## config.mk

```make
export PLATFORM = sky130hd
export DESIGN_NAME = vga_timing_gen
export DESIGN_NICKNAME = d
export VERILOG_FILES = /design/src/rtl/vga_timing_gen.sv
export SDC_FILE = /design/constraint.sdc
export NUM_CORES = 1
export LEC_CHECK = 0
export CORE_AREA = 4 4 100 102
export CTS_BUF_LIST = sky130_fd_sc_hd__clkbuf_4
export DETAILED_ROUTE_END_ITERATION = 16
export DIE_AREA = 0 0 104 106
export SLEW_MARGIN = 20
export SYNTH_ARGS = -nofsm -noshare
export SYNTH_HDL_FRONTEND = slang
export SYNTH_SLANG_ARGS = --single-unit
```

## constraint.sdc

```tcl
create_clock -name clk -period 2.1 [get_ports clk]
set_input_delay 0.21 -clock clk [delete_from_list [all_inputs] [get_ports clk]]
set_output_delay 0.21 -clock clk [all_outputs]
set_load 0.02 [all_outputs]
```

## src/rtl/vga_timing_gen.sv

```systemverilog
`default_nettype none
// ============================================================================
// Module   : vga_timing_gen
// Brief    : 640x480@60 VGA timing with pixel-tick enable and 5x image scaling.
// Revision : 1.0 - initial release
// ============================================================================
module vga_timing_gen #(
   parameter int H_VIS  = 640,
   parameter int H_FP   = 16,
   parameter int H_SYNC = 96,
   parameter int H_BP   = 48,
   parameter int V_VIS  = 480,
   parameter int V_FP   = 10,
   parameter int V_SYNC = 2,
   parameter int V_BP   = 33,
   parameter int SCALE  = 5
) (
   input  logic        clk,
   input  logic        resetbutton,
   output logic        pix_tick,
   output logic [9:0]  hcount,
   output logic [9:0]  vcount,
   output logic        display_en,
   output logic [13:0] address,
   output logic        VGA_HSYNC,
   output logic        VGA_VSYNC,
   output logic        frame_start
);

   localparam int SUB_W = (SCALE > 1) ? $clog2(SCALE) : 1;

   localparam logic [9:0]       c_h_last     = 10'(H_VIS + H_FP + H_SYNC + H_BP - 1);
   localparam logic [9:0]       c_v_last     = 10'(V_VIS + V_FP + V_SYNC + V_BP - 1);
   localparam logic [9:0]       c_h_vis      = 10'(H_VIS);
   localparam logic [9:0]       c_v_vis      = 10'(V_VIS);
   localparam logic [9:0]       c_hs_start   = 10'(H_VIS + H_FP);
   localparam logic [9:0]       c_hs_end     = 10'(H_VIS + H_FP + H_SYNC);
   localparam logic [9:0]       c_vs_start   = 10'(V_VIS + V_FP);
   localparam logic [9:0]       c_vs_end     = 10'(V_VIS + V_FP + V_SYNC);
   localparam logic [SUB_W-1:0] c_sub_last   = SUB_W'(SCALE - 1);

   logic             pix_en_q;
   logic [9:0]       h_q, h_d, v_q, v_d;
   logic [SUB_W-1:0] hsub_q, hsub_d, vsub_q, vsub_d;
   logic [6:0]       col_q, col_d, row_q, row_d;

   logic [9:0]       hcount_q, vcount_q;
   logic [13:0]      address_q, address_d;
   logic             display_en_q, hsync_q, vsync_q, frame_start_q;
   logic             display_en_d, hsync_d, vsync_d, frame_start_d;

   logic             w_h_last, w_v_last;

   assign w_h_last = (h_q == c_h_last);
   assign w_v_last = (v_q == c_v_last);

   // Counter advance: sub-counters divide position by SCALE without a divider.
   always_comb begin
      h_d    = h_q;
      v_d    = v_q;
      hsub_d = hsub_q;
      vsub_d = vsub_q;
      col_d  = col_q;
      row_d  = row_q;
      if (pix_en_q) begin
         if (w_h_last) begin
            h_d    = '0;
            hsub_d = '0;
            col_d  = '0;
            if (w_v_last) begin
               v_d    = '0;
               vsub_d = '0;
               row_d  = '0;
            end else begin
               v_d = v_q + 10'd1;
               if (v_q < c_v_vis) begin
                  if (vsub_q == c_sub_last) begin
                     vsub_d = '0;
                     row_d  = row_q + 7'd1;
                  end else begin
                     vsub_d = vsub_q + 1'b1;
                  end
               end
            end
         end else begin
            h_d = h_q + 10'd1;
            if (h_q < c_h_vis) begin
               if (hsub_q == c_sub_last) begin
                  hsub_d = '0;
                  col_d  = col_q + 7'd1;
               end else begin
                  hsub_d = hsub_q + 1'b1;
               end
            end
         end
      end
   end

   // Output stage samples the current counters, so everything lags them by one clk.
   always_comb begin
      display_en_d  = (h_q < c_h_vis) && (v_q < c_v_vis);
      address_d     = display_en_d ? {row_q, col_q} : 14'd0;
      hsync_d       = !((h_q >= c_hs_start) && (h_q < c_hs_end));
      vsync_d       = !((v_q >= c_vs_start) && (v_q < c_vs_end));
      // (0,0) persists for two clks; only the first has pix_en low.
      frame_start_d = !pix_en_q && (h_q == 10'd0) && (v_q == 10'd0);
   end

   always_ff @(posedge clk) begin
      if (resetbutton) begin
         pix_en_q      <= 1'b0;
         h_q           <= '0;
         v_q           <= '0;
         hsub_q        <= '0;
         vsub_q        <= '0;
         col_q         <= '0;
         row_q         <= '0;
         hcount_q      <= '0;
         vcount_q      <= '0;
         address_q     <= '0;
         display_en_q  <= 1'b0;
         hsync_q       <= 1'b1;
         vsync_q       <= 1'b1;
         frame_start_q <= 1'b0;
      end else begin
         pix_en_q      <= ~pix_en_q;
         h_q           <= h_d;
         v_q           <= v_d;
         hsub_q        <= hsub_d;
         vsub_q        <= vsub_d;
         col_q         <= col_d;
         row_q         <= row_d;
         hcount_q      <= h_q;
         vcount_q      <= v_q;
         address_q     <= address_d;
         display_en_q  <= display_en_d;
         hsync_q       <= hsync_d;
         vsync_q       <= vsync_d;
         frame_start_q <= frame_start_d;
      end
   end

   assign pix_tick    = pix_en_q;
   assign hcount      = hcount_q;
   assign vcount      = vcount_q;
   assign address     = address_q;
   assign display_en  = display_en_q;
   assign VGA_HSYNC   = hsync_q;
   assign VGA_VSYNC   = vsync_q;
   assign frame_start = frame_start_q;

endmodule
`default_nettype wire

```

==> impl_metrics.py <==
metrics = {
    "cells_and_area": {
        "diodes": 0,
        "regArea_sq_mm": 0.001583,
        "synthToLayoutAreaGrowth_pct": 23.65,
        "instances_no_fill": 493,
        "multi_input_area_sq_mm": 0.001426,
        "drive_gt1_share_pct": 12.04,
        "nets": 389,
        "fill_cells": 905,
    },
    "grt": {
        "antenna_found_initial": 0,
        "grt_pass1_vias": 2448,
        "grt_first_pass_wirelength_um": 11440,
        "grt_max_degree": 31,
        "overflow": 0,
        "grt.total_usage_pct": 12.54,
    },
    "run": {
        "cap_viol_max_count": 0,
    },
    "floorplanning": {
        "core_area_sq_mm": 0.009109,
        "ios": 41,
        "rows": 35,
        "die_height_um": 106,
        "initial_core_util_pct": 34.44,
        "die_w_um": 104,
        "dieArea_sq_mm": 0.01102,
    },
    "setup_path": {
        "worstPathArrival_ns": 2.39,
        "ff2ff_path_depth": 4,
        "cp-startpoint": "h_q[5]",
        "regToRegStartpoint": "h_q[5]",
        "cp-start-kind": "flop",
        "r2r-end": "row_q[4]",
        "crit_required_ns": 2.46,
        "crit_path_end_kind": "flop",
        "crit_end": "row_q[4]",
        "cp_max_fo": 11,
        "setup.worst_path.class": "reg -> reg",
        "regToRegSetupSlack_ns": 0.07,
    },
    "synth": {
        "ys_seq_elements": 79,
        "synth-edff-count": 0,
        "yosysSeqAreaShare_pct": 50.42,
        "yosysWarnings": 0,
        "syn_inst": 325,
        "syn_nets": 337,
        "synthArstFlopShare_pct": 0,
        "syn_area_sq_mm": 0.003137,
        "syn_avg_cell_area_sq_um": 9.652,
        "synth_ff_type": "dfxtp_1",
        "synth_cell_types": 48,
    },
    "power": {
        "ir_drop_mv": 0.2767,
        "leakage_uw": 0.001429,
        "powerDensity_mw_per_mm2": 677.3,
    },
    "run_status": {
        "status": "finished clean",
    },
    "sta": {
        "hold_violations": 0,
        "timing.final.ws_setup_ns": 0.06925,
        "setup_viol_count_final": 0,
        "max_slew_margin_pct": 71.42,
        "worst_pin_slew_ns": 0.4284,
        "fin_crit_ns": 2.031,
        "fin_crit_sh_pct": 96.70,
        "final.setup.tns_ns": 0,
        "max_freq_ghz": 0.4924,
        "skew_ns": 0.01808,
        "rsz0062_at_grt": "no",
        "maxSlewViolCount": 0,
    },
    "clock_tree": {
        "clock-sinks": 79,
        "clk_latency_ns": 0.42,
        "cts.clk_slew.worst_paths_ns": 0.13,
        "clk_path_buf_depth": 2,
        "cts_hold_buffers": 0,
        "h-tree-depth": 3,
        "cts_tree": "yes",
        "cts_buffers": 9,
        "root_buffer": "clkbuf_4",
    },
    "drt": {
        "num_vias": 2439,
        "wirelength_um": 6582,
        "avgRoutedWirePerCell_um": 13.35,
        "drc": 0,
        "via_per_inst": 4.947,
        "drtIter0Drc": 88,
        "postRouteAntennaNets": 0,
        "dr.pass1.iters": 4,
    },
    "min_path": {
        "min-delay-start": "resetbutton",
        "min_path_type": "in -> reg",
    },
    "placement": {
        "gp_congestion": 0.7988,
        "post-place-ws_ns": 0.08681,
        "place_inst": 477,
        "hpwl_um": 4623,
        "portBuffers": 40,
    },
}
==> metal layers <==
layer | vias to the layer above | wire length (um) | global-route usage, %
met2 | 43 | 3093 | 20.66
met1 | 1152 | 3148 | 15.75
met3 | 9 | 237 | 3.036
met5 | - | 0 | 0
li1 | 1235 | - | -
met4 | 0 | 102 | 5.223
==> synth_stat cells, types with 2 or more instances <==
cell / count / area share, %
a31o_2: 2 / 0.56
o21ai_0: 9 / 1.4
a311oi_1: 4 / 1.1
a311oi_2: 2 / 0.96
o2bb2ai_1: 2 / 0.56
nor4_1: 2 / 0.40
xnor2_1: 7 / 2.0
inv_1: 12 / 1.4
nor2_1: 30 / 3.6
dfxtp_1: 79 / 50
or2_2: 3 / 0.60
clkbuf_1: 13 / 1.6
nand3_1: 8 / 1.3
nor2b_1: 17 / 3.4
a41oi_1: 4 / 1.1
or4_1: 3 / 0.72
nand2_1: 16 / 1.9
nand4_1: 8 / 1.6
nor3_1: 16 / 2.6
nand3b_1: 2 / 0.48
a32oi_1: 4 / 1.1
a21o_1: 2 / 0.48
and2_1: 16 / 3.2
and3_1: 7 / 1.4
and4_1: 2 / 0.56
or3_1: 3 / 0.60
buf_6: 2 / 0.72
a21oi_1: 9 / 1.4
a22o_1: 2 / 0.56
xor2_1: 12 / 3.4
ha_1: 10 / 4.0
==> worst max-delay path: stages (launching register included) <==
cell     delay (ns)
dfxtp_1        0.33
or3_4          0.38
or4_4          0.59
or4_1          0.53
a21oi_1        0.14
==> registers in the layout (all words and copies together), names as in the netlist <==
| name | count |
|---|---|
| v_q | 10 |
| vcount | 10 |
| row_q | 7 |
| pix_tick | 1 |
| hcount | 10 |
| VGA_VSYNC | 1 |
| display_en | 1 |
| frame_start | 1 |
| address | 14 |
| hsub_q | 3 |
| VGA_HSYNC | 1 |
| col_q | 7 |
| vsub_q | 3 |
| h_q | 10 |
==> final cells by class <==
class / count / share of cell area [%]
tap: 111 / 3.581
multi-input combinational: 217 / 36.77
timing repair buffer: 58 / 13.68
clock inverter: 7 / 2.258
clock buffer: 9 / 1.742
inverter: 12 / 1.161
sequential: 79 / 40.81
==> worst min-delay path by stage <==
stage               cells after the start  slack (ns)    endpoint
finish                                  2         0.1    col_q[3]
global route                            2         0.1    col_q[2]
CTS                                     2        0.08    col_q[2]
detailed placement                      1        0.48    col_q[6]
global placement                        2        0.49    col_q[1]
floorplan                               1        0.45  address[6]
==> through the flow <==
stage	power (uW)	hold slack, ns	instance area (sq um)	util [%]
final	2627	0.09559	3879	42.58
after global routing	2733	0.09874	3879	42.58
after CTS	2662	0.08288	3877	42.57
after detailed placement	1652	0.4801	3722	40.87
after global placement	1651	0.4858	3722	40.87
after floorplan	1618	0.4544	3137	-
==> report_power, final <==
| part | internal [uW] | switching [uW] | total (uW) |
|---|---|---|---|
| logic | 36.8 | 59.4 | 96.2 |
| registers | 1510 | 8.37 | 1520 |
| clock network | 473 | 538 | 1010 |
| total | 2020 | 605 | 2630 |
==> cells by family (layout without fill, tap and decap cells) <==
group | after synthesis | in the layout | share of synthesized area, %
compound gates | 44 | 44 | 10.25
xor+xnor | 19 | 19 | 5.305
fa+ha+maj | 10 | 10 | 3.989
buf+inv | 29 | 86 | 4.108
flops | 79 | 79 | 50.42
mux | 1 | 1 | 0.3191
simple gates | 143 | 143 | 25.61
==> cell usage in the layout (no fill, tap or decap), drive strengths merged, types with 2 or more instances in the layout <==
master,count
dfxtp,79
clkdlybuf4s50,39
nor2,31
buf,19
nor2b,17
and2,17
nand2,16
nor3,16
inv,12
xor2,12
ha,10
a21oi,9
o21ai,9
clkbuf,9
nand3,8
nand4,8
and3,7
xnor2,7
a311oi,6
a41oi,4
a32oi,4
or3,4
or4,4
or2,3
and4,3
nor4,3
clkinv,3
nand3b,2
a31o,2
a21o,2
o2bb2ai,2
a22o,2
bufinv,2
clkinvlp,2
==> what timing repair did <==
action | in CTS | in global routing
setup buffers | 0 | 0
gates resized for setup | 0 | 1
setup endpoints to repair | 0 | 1
Note: power is estimated with default switching activity, not from simulation.
